**src/rtl/step_ctrl.sv**
```systemverilog
// rtl/step_ctrl.sv - button synchronizer/debouncer with single-step and free-run CPU clock-enable
// Each debounced button yields a rising-edge pulse; the step channel or a programmable divider drives CPU_EN.
module step_ctrl #(
  parameter int N_BTN     = 4,
  parameter int DB_CYCLES = 50000,
  parameter int STEP_CH   = 3,
  parameter int DIV_W     = 8,
  parameter int CNT_W     = 16
) (
  input  logic             CCLK,
  input  logic             RST,
  input  logic [N_BTN-1:0] BTN,
  input  logic             MODE_RUN,
  input  logic             HALT,
  input  logic [DIV_W-1:0] RUN_DIV,
  output logic [N_BTN-1:0] BTN_DB,
  output logic [N_BTN-1:0] BTN_PULSE,
  output logic             CPU_EN,
  output logic [CNT_W-1:0] STEP_COUNT
);

  localparam int DB_W = 20;
  localparam logic [DB_W-1:0] DB_LAST = DB_W'(DB_CYCLES - 1);

  logic [N_BTN-1:0] btn_s1;
  logic [N_BTN-1:0] btn_s2;
  logic             mode_s1;
  logic             mode_s2;
  logic [DB_W-1:0]  db_cnt [N_BTN];
  logic [N_BTN-1:0] db_next;
  logic [DIV_W-1:0] div_cnt;

  always_ff @(posedge CCLK or posedge RST) begin
    if (RST) begin
      btn_s1  <= '0;
      btn_s2  <= '0;
      mode_s1 <= 1'b0;
      mode_s2 <= 1'b0;
    end else begin
      btn_s1  <= BTN;
      btn_s2  <= btn_s1;
      mode_s1 <= MODE_RUN;
      mode_s2 <= mode_s1;
    end
  end

  // A channel flips only when the mismatch has persisted for DB_CYCLES edges.
  always_comb begin
    db_next = BTN_DB;
    for (int i = 0; i < N_BTN; i++) begin
      if ((btn_s2[i] != BTN_DB[i]) && (db_cnt[i] == DB_LAST)) begin
        db_next[i] = btn_s2[i];
      end
    end
  end

  always_ff @(posedge CCLK or posedge RST) begin
    if (RST) begin
      for (int i = 0; i < N_BTN; i++) begin
        db_cnt[i] <= '0;
      end
      BTN_DB    <= '0;
      BTN_PULSE <= '0;
    end else begin
      for (int i = 0; i < N_BTN; i++) begin
        if ((btn_s2[i] == BTN_DB[i]) || (db_cnt[i] == DB_LAST)) begin
          db_cnt[i] <= '0;
        end else begin
          db_cnt[i] <= db_cnt[i] + 1'b1;
        end
      end
      BTN_DB    <= db_next;
      BTN_PULSE <= db_next & ~BTN_DB;
    end
  end

  // A divider left above a freshly lowered RUN_DIV never matches, so it wraps silently.
  always_ff @(posedge CCLK or posedge RST) begin
    if (RST) begin
      div_cnt <= '0;
    end else if (!mode_s2) begin
      div_cnt <= '0;
    end else if (!HALT) begin
      if (div_cnt >= RUN_DIV) begin
        div_cnt <= '0;
      end else begin
        div_cnt <= div_cnt + 1'b1;
      end
    end
  end

  always_comb begin
    CPU_EN = 1'b0;
    if (!HALT) begin
      if (mode_s2) begin
        CPU_EN = (div_cnt == RUN_DIV);
      end else begin
        CPU_EN = BTN_PULSE[STEP_CH];
      end
    end
  end

  always_ff @(posedge CCLK or posedge RST) begin
    if (RST) begin
      STEP_COUNT <= '0;
    end else if (CPU_EN) begin
      STEP_COUNT <= STEP_COUNT + 1'b1;
    end
  end

endmodule

```
**config.mk**
```make
export PLATFORM = sky130hd
export DESIGN_NAME = step_ctrl
export DESIGN_NICKNAME = d
export VERILOG_FILES = /design/src/rtl/step_ctrl.sv
export SDC_FILE = /design/constraint.sdc
export NUM_CORES = 1
export LEC_CHECK = 0
export CORE_MARGIN = 2
export CORE_UTILIZATION = 63
export CTS_CLUSTER_SIZE = 10
export DETAILED_ROUTE_END_ITERATION = 10
export PLACE_DENSITY = 0.92
export RECOVER_POWER = 25
export SYNTH_ARGS = -nofsm -noshare
export SYNTH_HDL_FRONTEND = slang
export SYNTH_SLANG_ARGS = --single-unit
```
**constraint.sdc**
```tcl
create_clock -name CCLK -period 8.8 [get_ports CCLK]
set_input_delay 1.76 -clock CCLK [delete_from_list [all_inputs] [get_ports CCLK]]
set_output_delay 1.76 -clock CCLK [all_outputs]
set_load 0.005 [all_outputs]
```
==> results.tsv, run 1 <==
metric	value	unit
first-pass GRT wire length	20660	um
Synth area leaders	dfrtp_1 (51%), xnor2_1 (7.2%), xor2_1 (6.8%)	
syn_area_per_cell	10.10	um2
fraction of layout cells with a size suffix above 1	8.937	%
Worst-Margin Slew	1070	ps
DIE HEIGHT	101.1	um
wire per inst	16.08	um
number of synthesis warnings	0	
IO buf count	40	
final hold violations	0	
total track usage	25.82	%
setup violators final	0	
clk_lat worst skew	510	ps
GPL Wtd Cong	0.9222	
Post-CTS Setup Repair Bufs	0	
Clk Tree Root Cell	clkbuf_8	
Setup CP Type	in2out	
final setup TNS	0	ps
top cell type's share of synthesized area	51.42	%
worst vdd ir	0.0001189	V
Die ar.	10220	um2
Num CTS Buffers	17	
detailed router's first-iteration violation count	292	
cts hold-fix bufs	0	
design area	6955	um2
Filler Cells Inserted	550	
post-synthesis sequential area ratio	51.42	%
total gr overflow	0	
CTS tree	yes	
Clock Skews	8.671	ps
share of flip-flops with an asynchronous set or reset	100.0	%
EDFF count, synth	0	
H-tree depth	4	
final worst path period need	5574	ps
Rel. slew slack	28.65	%
nets	666	
Final Max Slew Viols	0	
Worst R2R Start	db_cnt[12]	
distinct cell type count after synthesis	42	
Leak	2.967	nW
Power Density	180.4	nW/um2
clock-pin slew on the worst setup and hold paths	60	ps
MaxCap Viol Count	0	
P&R area growth vs syn	17.15	%
worst endpoint required time	7040	ps
Crit. Startpoint	RUN_DIV[7]	
RSZ-0062 raised after global routing	no	
initial core utilization	64.56	%
core area	9196	um2
most common cell in the synthesized netlist	dfrtp_1	
vias in the first global route	4465	
Critical Path AT	3810	ps
crit-path max FO	4	
outcome	finished, final reports clean	
final period utilization	63.34	%
routed vias/inst	5.930	
Synth Cell Area	5937	um2
DR pass1 iterations	5	
cell taking the most area after synthesis	dfrtp_1	
post-route ant nets	0	
Post-Syn Nets	618	
HPWL Detailed	7872	um
cells after synthesis	588	
Ant. Diodes	0	
# DRC	0	
initial antenna violation count	0	
CP endpoint kind	primary output	
Placement Rows	35	
DP Area	6417	um2
Die Wd	101.1	um
clk buf depth	2	
hold_sp	btn_s1[2]	
num ports	41	
vias after detailed routing	4507	
HP Class	reg2reg	
clock sink total	122	
Max Fclk	0.1794	GHz
largest net degree at the start of global routing	72	
DRT Wirelength	12220	um
ys flop type	dfrtp_1	
synth cell count leaders	dfrtp_1 (122), nor2_1 (100), xnor2_1 (49), xor2_1 (46), nand3_1 (39)	
Seq cells post-synth	122	
startpoint types	input pin	
post-CTS sizing	0	
==> flip-flops by register name (all words and copies together) (netlist names) <==
name	count
div_cnt	8
mode_s2	1
btn_s2	4
mode_s1	1
BTN_PULSE	4
btn_s1	4
db_cnt	80
STEP_COUNT	16
BTN_DB	4
==> metal layers <==
metal	global-route usage, %	wire length, um
met1	32.46	5038
met2	43.30	6310
met3	5.895	608
met4	10.50	261
met5	0	0
==> metrics by stage <==
step           hold WS (ps)  util, %  cells  total power, mW  worst slack [ps]
6_report              349.4    75.63    760            1.255              3226
5_1_grt               354.1    75.63    760            1.302              3123
3_3_place_gp          331.5    69.78    728           0.6268              3288
2_1_floorplan         331.2        -    588           0.6150              3797
3_5_place_dp          334.7    69.78    728           0.6299              3267
4_1_cts               348.6    75.80    760            1.264              3222
==> placed cells by master, fill, tap and decap left out, types with 2 or more instances in the layout <==
master	instances
ha_1	14
or2_0	2
and3_1	12
nand4_1	28
nor2_2	10
mux2_2	4
clkinv_4	4
nand2b_1	2
clkbuf_8	2
nor3_1	13
xnor2_1	49
clkinv_2	2
nor4b_1	8
or2_2	2
nor4_1	20
dfrtp_1	122
nor2_1	100
and2_1	3
nor3b_1	4
or4_4	2
inv_1	25
dlygate4sd3_1	5
xor2_1	46
o21ai_0	4
nor2b_1	3
clkdlybuf4s50_1	35
nand3_1	39
a21oi_1	6
nand2_1	36
a21boi_1	2
clkbuf_16	16
nor4_2	5
or4_1	2
clkinvlp_4	5
==> layout make-up <==
cell class	instances	area [um2]	area share, %
clock inverter	13	121.4	1.745
sequential	122	3053	43.89
multi-input combinational	428	2703	38.86
tap	111	138.9	1.997
inverter	26	100.1	1.439
timing repair buffer	41	407.9	5.864
clock buffer	19	431.7	6.206
==> logic make-up after synthesis <==
kind of cell	synth area share (%)
AOI/OAI and AO/OA	1.770
xor gates and xnor gates	14.01
adders and majority gates	2.951
buffers and inverters	2.803
DFF	51.42
muxes	1.011
and+or+nand+nor	26.03
==> worst max-delay path: stages <==
cell and delay [ps]:
clkdlybuf4s50_1 450, inv_1 40, ha_1 310, nand4_1 120, nor4b_2 370, or2_2 220
clkdlybuf4s50_1 530
==> power by group <==
| group | internal [mW] | switching [mW] | total (mW) |
|---|---|---|---|
| logic | 0.0158 | 0.0267 | 0.0425 |
| clock network | 0.382 | 0.253 | 0.636 |
| registers | 0.569 | 0.00731 | 0.576 |
==> path summary, 6_finish.rpt <==
path	cells past startpoint	slack [ps]	endpoint
worst max-delay path	7	3230	CPU_EN
worst min-delay path	0	350	btn_s2[2]
worst max register to register	4	6330	db_cnt[6]
worst min register to register	0	350	btn_s2[2]
max in group asynchronous	3	5850	db_cnt[18]
min in group asynchronous	2	1690	mode_s1
Power figures use the tool's default switching activity.
==> run 2: changes to the inputs <==
--- a/config.mk
+++ b/config.mk
@@ -6,10 +6,10 @@
 export NUM_CORES = 1
 export LEC_CHECK = 0
 export CORE_MARGIN = 2
-export CORE_UTILIZATION = 63
+export CORE_UTILIZATION = 53
 export CTS_CLUSTER_SIZE = 10
 export DETAILED_ROUTE_END_ITERATION = 10
-export PLACE_DENSITY = 0.92
+export PLACE_DENSITY = 0.84
 export RECOVER_POWER = 25
 export SYNTH_ARGS = -nofsm -noshare
 export SYNTH_HDL_FRONTEND = slang
==> constraint.sdc (replaced) <==
create_clock -name CCLK -period 4.55 [get_ports CCLK]
set_input_delay 0.91 -clock CCLK [delete_from_list [all_inputs] [get_ports CCLK]]
set_output_delay 0.91 -clock CCLK [all_outputs]
set_load 0.005 [all_outputs]
==> results.tsv, run 2 (synthesis results as in run 1) <==
metric	value	unit	change
total gr overflow	0		unchanged
Power Density	347.5	nW/um2	was 180.4 nW/um2
Final Max Slew Viols	94		was 0
vias in the first global route	4426		was 4465
Leak	2.998	nW	was 2.967 nW
P&R area growth vs syn	18.06	%	was 17.15%
post-CTS sizing	0		unchanged
CTS tree	yes		unchanged
Placement Rows	38		was 35
HP Class	reg2reg		unchanged
final hold violations	0		unchanged
Hold Path End	btn_s2[2]		unchanged
GPL Wtd Cong	0.9286		was 0.9222
Die ar.	12060	um2	was 10220 um2
Worst R2R Start	div_cnt[5]		was db_cnt[12]
Max Fclk	0.2518	GHz	
clock sink total	122		unchanged
nets	667		was 666
Ant. Diodes	0		unchanged
Filler Cells Inserted	811		was 550
# DRC	0		unchanged
initial core utilization	54.53	%	was 64.56%
worst vdd ir	0.0002171	V	was 0.0001189 V
crit-path max FO	4		unchanged
routed vias/inst	5.593		was 5.930
Die Wd	109.8	um	was 101.1 um
Worst-Margin Slew	1891	ps	was 1070 ps
vias after detailed routing	4413		was 4507
Hold WS	348.4	ps	was 349.4 ps
largest registers	db_cnt x80, STEP_COUNT x16, div_cnt x8		unchanged
Post-CTS Setup Repair Bufs	0		unchanged
clock-pin slew on the worst setup and hold paths	50	ps	was 60 ps
Clock Skews	5.361	ps	was 8.671 ps
failing checks	capacitance limit, slew limit		
fraction of layout cells with a size suffix above 1	9.245	%	was 8.937%
HPWL Detailed	7888	um	was 7872 um
most frequent CP cell	clkdlybuf4s50_1		unchanged
H-tree depth	4		unchanged
clk buf depth	2		unchanged
Buf/Inv on CP	3		unchanged
core area	10890	um2	was 9196 um2
wire per inst	14.85	um	was 16.08 um
detailed router's first-iteration violation count	212		was 292
largest net degree at the start of global routing	94		was 72
setup violators final	0		unchanged
FF-to-FF setup slack	2200	ps	was 6330 ps
family with the most delay on the worst path	buffers and inverters		unchanged
startpoint types	input pin		unchanged
MaxCap Viol Count	1		was 0
CP cell instances	clkdlybuf4s50_1, inv_1, ha_1, nand4_1, nor4b_2, or2_2, clkdlybuf4s50_1		unchanged
final period utilization	87.28	%	
cts hold-fix bufs	0		unchanged
most common cell after layout, fill and taps aside	dfrtp_1		unchanged
final worst path period need	3971	ps	
clk_lat worst skew	520	ps	was 510 ps
Num CTS Buffers	17		unchanged
IO buf count	40		unchanged
RSZ-0062 raised after global routing	no		unchanged
DR pass1 iterations	6		was 5
hold path depth	0		unchanged
hold_sp	btn_s1[2]		unchanged
Setup CP Type	in2out		unchanged
Register-to-Register Path Depth	6		was 4
commonest non-fill, non-tap cells in the layout	dfrtp_1 (122), nor2_1 (100), xnor2_1 (49)		unchanged
Clk Tree Root Cell	clkbuf_8		unchanged
post-route ant nets	0		unchanged
first-pass GRT wire length	20430	um	was 20660 um
FF-to-FF End	STEP_COUNT[15]		was db_cnt[6]
initial antenna violation count	0		unchanged
Rel. slew slack	-26.23	%	was 28.65%
final setup TNS	0	ps	unchanged
Most flops, register	db_cnt		unchanged
DIE HEIGHT	109.8	um	was 101.1 um
outcome	finished, violations left		was finished, final reports clean
max reg flops	80		unchanged
DRT Wirelength	11720	um	was 12220 um
crit path max-delay cell type	clkdlybuf4s50_1		unchanged
worst endpoint required time	3640	ps	was 7040 ps
num ports	41		unchanged
CP endpoint kind	primary output		unchanged
total track usage	21.83	%	was 25.82%
slowest stage delay, CP	530	ps	about the same
Critical Path AT	3060	ps	was 3810 ps
-- run 2: cell count changes in the layout (fill, tap and decap cells not counted), moves of 4 or more --
cell	change
clkbuf_8	+4
clkinv_2	+4
clkinv_4	-4
clkinvlp_4	-4
-- run 2: power breakdown --
part           switching, mW  internal [mW]
clock                  0.450          0.786
combinational         0.0524         0.0311
sequential            0.0146           1.10
total                  0.517           1.92
-- run 2: worst max path at each step --
| stage | cells after the start | endpoint | slack (ps) | from |
|---|---|---|---|---|
| after CTS | 7 | CPU_EN | 580 | RUN_DIV[5] |
| after floorplan | 1 | BTN_DB[0] | 400 | RST |
| final | 7 | CPU_EN | 580 | RUN_DIV[7] |
| after detailed placement | 7 | CPU_EN | 610 | RUN_DIV[5] |
| after global placement | 7 | CPU_EN | 670 | RUN_DIV[6] |
| after global routing | 7 | CPU_EN | 470 | RUN_DIV[5] |
-- run 2: per-stage QoR --
stage	util, %	total power, mW	cell area (um2)	worst slack (ps)	instances
6_report	64.38	2.436	7009	578.8	789
5_1_grt	64.38	2.532	7009	472.0	789
2_1_floorplan	-	1.189	5937	397.5	588
4_1_cts	64.43	2.458	7015	583.1	789
3_3_place_gp	59.34	1.214	6461	669.6	758
3_5_place_dp	59.34	1.220	6461	613.6	758
-- run 2: area by class of cell --
cell class	count	area [um2]	area share [%]
inverters	26	97.59	1.392
repair buffers	42	415.4	5.926
well taps	140	175.2	2.499
clock buffers	23	486.7	6.944
clock inverters	8	67.56	0.9639
flip-flops and latches	122	3053	43.56
multi-input cells	428	2714	38.72
-- run 2: worst register-to-register path, delay by kind of cell, from the launching register on --
family | cells | cell delay [ps]
fa+ha+maj | 1 | 320
compound gates | 1 | 320
simple gates | 3 | 970
flops | 1 | 430
xor+xnor | 1 | 220
-- run 2: layer usage --
| metal | vias to the layer above | share of wire, % | wire length [um] | GRT usage [%] |
|---|---|---|---|---|
| li1 | 2098 | - | - | - |
| met1 | 2155 | 43 | 5080 | 27.58 |
| met2 | 138 | 50 | 5888 | 35.45 |
| met3 | 22 | 4.7 | 548 | 5.868 |
| met4 | 0 | 1.7 | 201 | 9.222 |
| met5 | - | 0 | 0 | 0 |
==> run 3: changes to the inputs <==
--- a/config.mk
+++ b/config.mk
@@ -9,6 +9,7 @@
 export CORE_UTILIZATION = 53
 export CTS_CLUSTER_SIZE = 10
 export DETAILED_ROUTE_END_ITERATION = 10
+export GPL_ROUTABILITY_DRIVEN = 1
 export PLACE_DENSITY = 0.84
 export RECOVER_POWER = 25
 export SYNTH_ARGS = -nofsm -noshare
==> results of run 3 <==
Same layout as run 2: the final DEF is identical, and so are final timing and power.
